**src/rtl/regfile_dump_reader.sv**
```systemverilog
// regfile_dump_reader: streams registers First..Last (wrapping) from a register file as valid/ready beats
// Ports: clk, Reset (async, active low); Start/First/Last request a dump, Abort cancels it;
// RF_Addr/RF_Ren/RF_Data form the one-cycle-latency register-file read port;
// Out_Data/Out_Idx/Out_Valid/Out_Ready carry the beats; Busy is high outside IDLE, Done pulses on completion.
module regfile_dump_reader #(
  parameter int DW = 16,
  parameter int AW = 3
) (
  input  logic          clk,
  input  logic          Reset,
  input  logic          Start,
  input  logic [AW-1:0] First,
  input  logic [AW-1:0] Last,
  input  logic          Abort,
  output logic [AW-1:0] RF_Addr,
  output logic          RF_Ren,
  input  logic [DW-1:0] RF_Data,
  output logic [DW-1:0] Out_Data,
  output logic [AW-1:0] Out_Idx,
  output logic          Out_Valid,
  input  logic          Out_Ready,
  output logic          Busy,
  output logic          Done
);
  typedef enum logic [2:0] {IDLE, FETCH, WAIT, SEND, DONE} state_t;
  state_t state;
  logic [AW-1:0] idx, last_idx;
  assign Busy = state != IDLE;
  assign Done = state == DONE;
  // RF_Ren/RF_Addr are loaded on entry to FETCH so the strobe lines up with the FETCH cycle
  always_ff @(posedge clk or negedge Reset)
    if (!Reset) begin
      state     <= IDLE;
      idx       <= '0;
      last_idx  <= '0;
      RF_Addr   <= '0;
      RF_Ren    <= 1'b0;
      Out_Data  <= '0;
      Out_Idx   <= '0;
      Out_Valid <= 1'b0;
    end else if (Abort) begin
      state     <= IDLE;
      RF_Ren    <= 1'b0;
      Out_Valid <= 1'b0;
    end else
      case (state)
        IDLE:
          if (Start) begin
            state    <= FETCH;
            idx      <= First;
            last_idx <= Last;
            RF_Addr  <= First;
            RF_Ren   <= 1'b1;
          end
        FETCH: begin
          state  <= WAIT;
          RF_Ren <= 1'b0;
        end
        WAIT: begin
          state     <= SEND;
          Out_Data  <= RF_Data;
          Out_Idx   <= idx;
          Out_Valid <= 1'b1;
        end
        SEND:
          if (Out_Ready) begin
            Out_Valid <= 1'b0;
            state     <= idx == last_idx ? DONE : FETCH;
            if (idx != last_idx) begin
              idx     <= idx + 1'b1;
              RF_Addr <= idx + 1'b1;
              RF_Ren  <= 1'b1;
            end
          end
        default: state <= IDLE;
      endcase
endmodule

```
**config.mk**
```make
export PLATFORM = sky130hd
export DESIGN_NAME = regfile_dump_reader
export DESIGN_NICKNAME = d
export VERILOG_FILES = /design/src/rtl/regfile_dump_reader.sv
export SDC_FILE = /design/constraint.sdc
export NUM_CORES = 1
export LEC_CHECK = 0
export BUFFER_PORTS_ARGS = -buffer_cell sky130_fd_sc_hd__buf_4
export CAP_MARGIN = 20
export CORE_ASPECT_RATIO = 1.4
export CORE_MARGIN = 4
export CORE_UTILIZATION = 50
export CTS_BUF_LIST = sky130_fd_sc_hd__clkbuf_8
export DETAILED_ROUTE_END_ITERATION = 16
export PLACE_DENSITY = 0.81
export SYNTH_ARGS = -nofsm -noshare
export SYNTH_HDL_FRONTEND = slang
export SYNTH_SLANG_ARGS = --single-unit
```
**constraint.sdc**
```tcl
create_clock -name clk -period 2.3 [get_ports clk]
set_clock_uncertainty 0.2 [all_clocks]
set_input_delay 0.23 -clock clk [delete_from_list [all_inputs] [get_ports clk]]
set_output_delay 0.23 -clock clk [all_outputs]
set_load 0.05 [all_outputs]
```
==> results.json, run 1 <==
{
  "numClockSinks": 30,
  "drive_above_1_share_pct": 47.25,
  "ant_nets": 0,
  "dp_hpwl_um": 2330,
  "synth_area_mm2": 0.001380,
  "instances_no_fill": 218,
  "start_util_pct": 52.23,
  "period_needed_ns": 1.889,
  "core_mm2": 0.002643,
  "setup-violations-final": 0,
  "max_freq_mhz": 529.4,
  "fin_hold_ws_ns": 0.1144,
  "grt_pass1_vias": 1210,
  "maxSlewHeadroom_pct": 69.48,
  "crit_buf_inv": 3,
  "max_stage_delay_ns": 0.54,
  "drt_first_pass_iters": 4,
  "critPathArrivalTime_ns": 1.85,
  "final_common_cell": "buf_4",
  "critPathRequiredTime_ns": 2.26,
  "wire_per_inst_um": 15.92,
  "die_area_mm2": 0.003676,
  "grt_max_degree": 31,
  "crit_family": "buffers and inverters",
  "yosys.area.top_type_share_pct": 54.40,
  "register_area_um2": 750.7,
  "area_delta_synth_final_pct": 52.13,
  "ioPinCount": 53,
  "vdd_ir_drop_max_uv": 1436,
  "synth_edf_count": 0,
  "p_leak_nw": 0.9808,
  "track_usage_pct": 21.98,
  "grt_setup_unrepaired": "no",
  "critical_path.slowest_cell": "dlygate4sd3_1",
  "crit_type": "primary input to register",
  "drc": 0,
  "ys_seq_elements": 30,
  "place_congestion": 0.7311,
  "synth-seq-area-share_pct": 54.40,
  "hold_class": "primary input to register",
  "timing.final.ws_setup_ns": 0.4110,
  "post-route-period-util_pct": 82.13,
  "cts_root_buf": "clkbuf_8",
  "tritoncts": "done",
  "die_y_um": 70.16,
  "overflow": 0,
  "end_kind": "register",
  "synth_ff_type": "dfrtp_1",
  "crit_chain": "dlygate4sd3_1 -> buf_4 -> nor4b_4 -> buf_4 -> mux2_2",
  "tns_ns": 0,
  "start_kind": "primary input",
  "power_mw": 2.903,
  "fp-row-count": 22,
  "synth_top_cells_by_area": "dfrtp_1 (54%), mux2_2 (17%), o22a_1 (2.5%)",
  "antenna_found_initial": 0,
  "slew_violations": 0,
  "dp_cells": 188,
  "crit_top_cell": "buf_4",
  "synth.avg_cell_area_um2": 13.14,
  "synthDistinctLibCells": 35,
  "cts_buffer_depth": 2,
  "synth_nets": 133,
  "path_max_fanout": 20,
  "die_w_um": 52.40,
  "maxCapViolCount": 0,
  "drtIter0Drc": 13,
  "hold_violations": 0,
  "worst_pin_slew_ns": 0.4578,
  "routed_wl_um": 3471,
  "layout_common_cells": "buf_4 (53), dfrtp_1 (30), dlygate4sd3_1 (22)",
  "multi_input_area_um2": 590.6,
  "diodes": 0,
  "yosysTopAreaCell": "dfrtp_1",
  "io_buffers": 52,
  "ys_async_sr_fraction_pct": 100.0,
  "vias": 1122,
  "htreeDepth": 2,
  "ys_warn_count": 0,
  "power_density_mw_per_mm2": 1383,
  "cts_buffers": 5,
  "clk_pin_slew_ns": 0.06,
  "syn_inst": 105,
  "post_cts_buffers": 0,
  "vias_per_cell": 5.147,
  "pre_cts_ws_ns": 0.4680,
  "status": "completed",
  "grt_pass1_wl_um": 5830,
  "nFillCells": 170,
  "nets": 209,
  "insertion_delay_ns": 0.28
}
-- final timing paths --
kind / from / end / slack [ns] / cells past startpoint
worst min register to register: Out_Data[5]$_DFFE_PN0P_ / Out_Data[5]$_DFFE_PN0P_ / 0.31 / 1
min in group asynchronous: Reset / state[2]$_DFFE_PN0P_ / 0.22 / 2
worst max register to register: state[1]$_DFFE_PN0P_ / Out_Data[0]$_DFFE_PN0P_ / 0.44 / 3
worst min-delay path: First[2] / idx[2]$_DFFE_PN0P_ / 0.11 / 3
worst max-delay path: Abort / Out_Data[0]$_DFFE_PN0P_ / 0.41 / 5
max in group asynchronous: Reset / last_idx[1]$_DFFE_PN0P_ / 1.40 / 2
-- metal layers --
metal / GRT usage, % / share of wire (%)
met1: 23.77 / 35
met2: 38.54 / 59
met3: 5.757 / 4.6
met4: 9.659 / 1.2
met5: 0 / 0
-- kinds of logic (layout without fill, tap and decap cells) --
logic type               count (synthesis)  after routing  share of synthesized area [%]
flip-flops                              30             30                          54.40
AND/OR/NAND/NOR                         27             27                          13.15
multiplexers                            22             22                          17.95
AO/OA/AOI/OAI                           15             15                          8.250
buffers and inverters                    7             84                          3.445
XOR/XNOR                                 3              3                          1.904
adder cells (fa/ha/maj)                  1              1                         0.9065
-- power breakdown --
part | switching [mW] | internal (mW) | total, mW
clock network | 0.187 | 0.236 | 0.423
registers | 0.175 | 0.751 | 0.926
logic | 1.01 | 0.547 | 1.55
total | 1.37 | 1.53 | 2.90
-- metrics by stage --
stage | instance area (um2) | util, %
after global placement | 1788 | 67.66
after detailed placement | 1788 | 67.66
after global routing | 2100 | 79.45
after floorplan | 1380 | -
final | 2100 | 79.45
after CTS | 2100 | 79.45
-- layout make-up --
class / instances / share of cell area, %
timing repair buffer: 75 / 29.44
multi-input combinational: 68 / 28.13
clock inverter: 2 / 0.4172
clock buffer: 6 / 3.933
tap: 36 / 2.145
inverter: 1 / 0.1788
sequential: 30 / 35.76
-- cells in the mapped netlist, drive strengths merged (2+ instances only) --
cell type  number
xor2            3
or3             2
nor2b           2
dfrtp          30
nand2           4
mux2           22
nand2b          2
nor4            3
nand3b          2
nor2            6
a21oi           3
buf             6
o22a            4
-- worst reg2reg max path, cell delays in order, from the launching register on --
cell and delay [ns]:
dfrtp_1 0.60, nor4b_4 0.27, buf_4 0.30, mux2_2 0.38
-- timing repair --
item | 4_1_cts | 5_1_grt
resized for setup | 0 | 0
endpoints found under the hold margin | 52 | 0
hold buffers | 22 | 0
endpoints found under the setup margin | 0 | 0
-- state kept, by name (all words and copies together) (netlist names) --
signal	flops
Out_Idx	3
idx	3
state	3
Out_Data	16
Out_Valid	1
RF_Ren	1
last_idx	3
No activity file was read; power rests on OpenSTA's default activity.
==> run 2: changes to the inputs <==
- ABC_AREA: not set -> 1
- clock period: 2.3 -> 1.85 ns (I/O delays scaled with it)
==> run 2 against run 1 <==
Against the previous run: synthesized cell count up 32%; global-route usage up 1.1 points; largest cell class unchanged; combinational power increased by 40%; flip-flop and latch count unchanged; first-iteration DRC count increased by 140%; via count is 15% higher; sequential share of layout area decreased by 0.85 points; setup slack worse by 0.30 ns.
==> results.json, run 2 <==
{
  "status": "completed",
  "hold_violations": 0,
  "htreeDepth": 2,
  "ioPinCount": 53,
  "fp-row-count": 22,
  "synthDistinctLibCells": 23,
  "routed_wl_um": 3985,
  "start_util_pct": 53.56,
  "ys_seq_elements": 30,
  "overflow": 0,
  "p_int_mw": 2.004,
  "instances_no_fill": 254,
  "top_register": "Out_Data",
  "p_switching_mw": 1.878,
  "insertion_delay_ns": 0.28,
  "synth_nets": 167,
  "vias_per_cell": 5.059,
  "vias": 1285,
  "yosys.area.top_type_share_pct": 52.49,
  "numClockSinks": 30,
  "synth_ff_type": "dfrtp_1",
  "cts_root_buf": "clkbuf_8",
  "pwr-share-clk_pct": 13.8,
  "drtIter0Drc": 31,
  "nFillCells": 159,
  "hold_class": "primary input to register",
  "ys_top_cells_by_count": "nand2_1 (46), dfrtp_1 (30), mux2_4 (13)",
  "swShare_pct": 48.37,
  "end_kind": "register",
  "maxSlewHeadroom_pct": 74.71,
  "die_w_um": 53.20,
  "critPathArrivalTime_ns": 1.70,
  "antenna_found_initial": 0,
  "critPathRequiredTime_ns": 1.81,
  "nets": 245,
  "ant_nets": 0,
  "die_y_um": 71.28,
  "grt_pass1_wl_um": 6375,
  "syn_inst": 139,
  "grt_pass1_vias": 1333,
  "largest_reg_flops": 16,
  "dp_hpwl_um": 2444,
  "ys_warn_count": 0,
  "drt_first_pass_iters": 4,
  "track_usage_pct": 23.10,
  "power_density_mw_per_mm2": 1805,
  "diodes": 0,
  "post-route-period-util_pct": 94.09,
  "post_cts_resized": 0,
  "worst_pin_slew_ns": 0.3793,
  "dp_cells": 225,
  "io_buffers": 52,
  "synth_edf_count": 0,
  "drc": 0,
  "die_area_mm2": 0.003792,
  "yosysTopAreaCell": "dfrtp_1",
  "final_common_cell": "buf_4",
  "p_leak_nw": 1.154,
  "area_delta_synth_final_pct": 50.39,
  "maxCapViolCount": 0,
  "wire_per_inst_um": 15.69,
  "tritoncts": "done",
  "ys_async_sr_fraction_pct": 100.0,
  "clk_pin_slew_ns": 0.06,
  "pwr-share-comb_pct": 56.0,
  "core_mm2": 0.002670,
  "seqPwrFrac_pct": 30.3,
  "synth_most_common_cell": "nand2_1",
  "synth.avg_cell_area_um2": 10.29,
  "setup-violations-final": 0,
  "grt_max_degree": 31,
  "grt_setup_unrepaired": "no",
  "path_max_fanout": 23,
  "layout_common_cells": "buf_4 (52), nand2_1 (46), dfrtp_1 (30)",
  "crit_type": "register to register",
  "synth_area_mm2": 0.001430,
  "slew_violations": 0,
  "drive_above_1_share_pct": 38.99,
  "cts_buffer_depth": 2,
  "place_congestion": 0.8040,
  "synth-seq-area-share_pct": 52.49,
  "period_needed_ns": 1.741,
  "cts_buffers": 5,
  "vdd_ir_drop_max_uv": 1220,
  "tns_ns": 0,
  "max_freq_mhz": 574.5,
  "start_kind": "register",
  "synth_top_cells_by_area": "dfrtp_1 (52%), mux2_4 (14%), nand2_1 (12%)"
}
==> run 2: layout make-up <==
class,count,area [um2],area share [%]
multi-input cells,96,621.8,28.91
flip-flops and latches,30,750.7,34.90
inverters,11,41.29,1.920
clock inverters,2,8.758,0.4072
clock buffers,6,82.58,3.839
well taps,36,45.04,2.094
repair buffers,73,600.6,27.92
==> run 2: path summary, 6_finish.rpt <==
kind	startpoint	to	slack [ns]	depth (start not counted)
worst max-delay path	state[0]$_DFFE_PN0P_	Out_Data[15]$_DFFE_PN0P_	0.11	3
worst min-delay path	Abort	state[0]$_DFFE_PN0P_	0.009	4
worst max register to register	state[0]$_DFFE_PN0P_	Out_Data[15]$_DFFE_PN0P_	0.11	3
worst min register to register	RF_Ren$_DFFE_PN0P_	RF_Ren$_DFFE_PN0P_	0.28	2
max in group asynchronous	Reset	last_idx[1]$_DFFE_PN0P_	0.98	2
min in group asynchronous	Reset	Out_Data[8]$_DFFE_PN0P_	0.19	2
==> run 2: kinds of logic (layout without fill, tap and decap cells) <==
family          Yosys count  in the layout  share of synthesized area (%)
simple gates             69             69                          21.87
flops                    30             30                          52.49
mux                      17             17                          16.80
buf+inv                  13             92                          4.024
compound gates            7              7                          2.712
xor+xnor                  2              2                          1.225
fa+ha+maj                 1              1                         0.8748
==> run 2: through the flow <==
step	utilization [%]	hold WS [ns]	cell area, um2	power, mW	worst slack (ns)
after detailed placement	69.26	-0.06485	1849	3.290	0.1386
after global placement	69.26	-0.07283	1849	3.235	0.2155
final	80.55	0.008791	2151	3.882	0.1093
after floorplan	-	-0.3106	1430	2.649	0.1684
after CTS	80.55	0.007434	2151	3.866	0.1215
after global routing	80.55	0.03223	2151	4.090	0.05190
==> run 2: what timing repair did <==
action | 4_1_cts | 5_1_grt
buffers inserted | 0 | 0
hold buffers | 21 | 0
hold endpoints to repair | 50 | 0
==> run 2: power by group through the flow <==
stage | sequential, mW | combinational [mW] | clock [mW]
floorplan | 2.02 | 0.631 | 0
global placement | 1.16 | 2.08 | 0
detailed placement | 1.17 | 2.12 | 0
CTS | 1.17 | 2.16 | 0.537
global route | 1.21 | 2.30 | 0.588
finish | 1.18 | 2.17 | 0.534
==> run 2: critical path: stages, from the launching register on <==
cell and delay [ns]:
dfrtp_1 0.45, inv_1 0.22, nand3_4 0.34, mux2_4 0.41
==> run 2: metal layers <==
layer	vias to the layer above	GRT usage, %	wire, um
met2	58	39.15	2057
met5	-	0	0
met3	5	6.237	308
met1	619	28.01	1577
met4	0	6.818	42
li1	603	-	-
==> run 3: changes to the inputs <==
- SETUP_SLACK_MARGIN: not set -> 0.15
==> run 3 against run 2 <==
Against the previous run: core utilization grew 2.2 points; hold slack gained 0.020 ns; setup slack better by 0.081 ns; cell area grew 2.7%; non-clock buffer count up 3; clock-buffer cell count unchanged; via count up 4.7%; global-route usage fell by 0.51 points; die area stayed put; critical path depth up 1; critical path type is now register to output port; highest routed layer unchanged.
==> results.json, run 3 (synthesized netlist as in run 2, its figures left out) <==
{
  "status": "completed",
  "post-route-period-util_pct": 89.69,
  "pre_cts_ws_ns": 0.1386,
  "die_y_um": 71.28,
  "pwr-share-comb_pct": 56.6,
  "diodes": 0,
  "maxCapViolCount": 0,
  "top_register": "Out_Data",
  "final_common_cell": "buf_4",
  "cts_root_buf": "clkbuf_8",
  "fin_hold_ws_ns": 0.02916,
  "vdd_ir_drop_max_uv": 1137,
  "cts_buffers": 5,
  "ant_nets": 0,
  "drc": 0,
  "tns_ns": 0,
  "routed_wl_um": 4059,
  "tritoncts": "done",
  "cts_buffer_depth": 2,
  "start_util_pct": 53.56,
  "vias": 1346,
  "r2r-start": "state[1]$_DFFE_PN0P_",
  "reg2reg_depth": 4,
  "grt_pass1_wl_um": 6368,
  "nets": 249,
  "maxSlewHeadroom_pct": 74.50,
  "crit_chain": "buf_4 -> nor2_4 -> nand2_2 -> buf_4",
  "grt_setup_unrepaired": "no",
  "path_max_fanout": 4,
  "multi_input_area_um2": 656.9,
  "largest_reg_flops": 16,
  "period_needed_ns": 1.659,
  "hp-start": "Abort",
  "area_delta_synth_final_pct": 54.51,
  "numClockSinks": 30,
  "swShare_pct": 48.32,
  "nFillCells": 154,
  "r2r_setup_slack_ns": 0.21,
  "pwr-share-clk_pct": 13.5,
  "dp_hpwl_um": 2444,
  "layout_common_cells": "buf_4 (55), nand2_1 (45), dfrtp_1 (29)",
  "grt_pass1_vias": 1334,
  "max_freq_mhz": 602.6,
  "timing.final.ws_setup_ns": 0.1906,
  "max_stage_delay_ns": 0.41,
  "final_cell_area_mm2": 0.002210,
  "antenna_found_initial": 0,
  "hold_class": "primary input to register",
  "critPathArrivalTime_ns": 1.27,
  "grt_max_degree": 31,
  "place_area_mm2": 0.001849,
  "worst_pin_slew_ns": 0.3825,
  "hold_violations": 0,
  "end_kind": "output port",
  "drt_first_pass_iters": 4,
  "fp-row-count": 22,
  "r2r-end": "Out_Data[0]$_DFFE_PN0P_",
  "crit_top_cell": "buf_4",
  "insertion_delay_ns": 0.27,
  "instances_no_fill": 258,
  "track_usage_pct": 22.59,
  "htreeDepth": 2,
  "die_w_um": 53.20,
  "ioPinCount": 53,
  "place_congestion": 0.8040,
  "register_area_um2": 752.0,
  "power_density_mw_per_mm2": 1777,
  "setup-violations-final": 0,
  "p_switching_mw": 1.898,
  "core_mm2": 0.002670,
  "slew_violations": 0,
  "vias_per_cell": 5.217,
  "critical_path.slowest_cell": "dfrtp_1",
  "p_int_mw": 2.030,
  "crit_type": "register to output port",
  "drtIter0Drc": 50,
  "holdPathEnd": "state[0]$_DFFE_PN0P_",
  "clk_pin_slew_ns": 0.06,
  "die_area_mm2": 0.003792,
  "overflow": 0,
  "hold_depth": 4,
  "start_kind": "register",
  "p_leak_nw": 1.171,
  "drive_above_1_share_pct": 41.89,
  "seqPwrFrac_pct": 29.9,
  "critPathRequiredTime_ns": 1.46,
  "io_buffers": 52,
  "dp_cells": 225,
  "wire_per_inst_um": 15.73
}
[run 3: cell count changes in the layout (fill, tap and decap cells not counted), sizes merged]
cell   delta
buf       +3
nand3     +1
[run 3: worst max path at each step]
stage | from | endpoint | slack [ns] | cells after the start
2_1_floorplan | state[2]$_DFFE_PN0P_ | idx[0]$_DFFE_PN0P_ | 0.17 | 6
3_3_place_gp | state[2]$_DFFE_PN0P_ | Out_Data[2]$_DFFE_PN0P_ | 0.22 | 3
3_5_place_dp | state[2]$_DFFE_PN0P_ | Out_Data[15]$_DFFE_PN0P_ | 0.14 | 3
4_1_cts | state[2]$_DFFE_PN0P_ | Busy | 0.15 | 3
5_1_grt | state[1]$_DFFE_PN0P_ | idx[0]$_DFFE_PN0P_ | 0.10 | 7
6_report | state[1]$_DFFE_PN0P_ | Busy | 0.19 | 4
[run 3: power by group through the flow]
stage               Combinational [mW]  Clock (mW)  Sequential [mW]
finish                            2.22       0.530             1.17
global route                      2.35       0.578             1.21
CTS                               2.17       0.537             1.17
global placement                  2.08           0             1.16
detailed placement                2.12           0             1.17
floorplan                        0.631           0             2.02
[run 3: timing repair]
| action | CTS | global route |
|---|---|---|
| resized for setup | 0 | 7 |
| setup endpoints to repair | 17 | 22 |
| gates cloned | 1 | 0 |
| hold endpoints to repair | 50 | 0 |
| hold buffers | 21 | 0 |
| setup buffers | 0 | 3 |
| pin swaps | 1 | 3 |
[run 3: per-stage QoR]
step                      utilization, %  total power, mW
after floorplan                        -            2.649
after global placement             69.26            3.235
after global routing               82.76            4.139
final                              82.76            3.927
after CTS                          80.93            3.876
after detailed placement           69.26            3.290
[run 3: layout make-up]
| class | instances | share of cell area [%] |
|---|---|---|
| inverters | 11 | 1.869 |
| clock buffers | 6 | 3.737 |
| repair buffers | 76 | 28.20 |
| flip-flops and latches | 30 | 34.03 |
| multi-input cells | 97 | 29.73 |
| clock inverters | 2 | 0.3964 |
| well taps | 36 | 2.039 |
[run 3: routing by layer]
layer,share of wire (%),global-route usage [%]
met5,0,0
met4,1.7,8.523
met3,9.5,5.198
met2,51,37.38
met1,38,28.01
[run 3: worst max-delay path, delay by kind of cell (launching register included)]
kind	cells	cell delay, ns
flip-flops	1	0.41
buffers and inverters	2	0.36
AND/OR/NAND/NOR	2	0.24
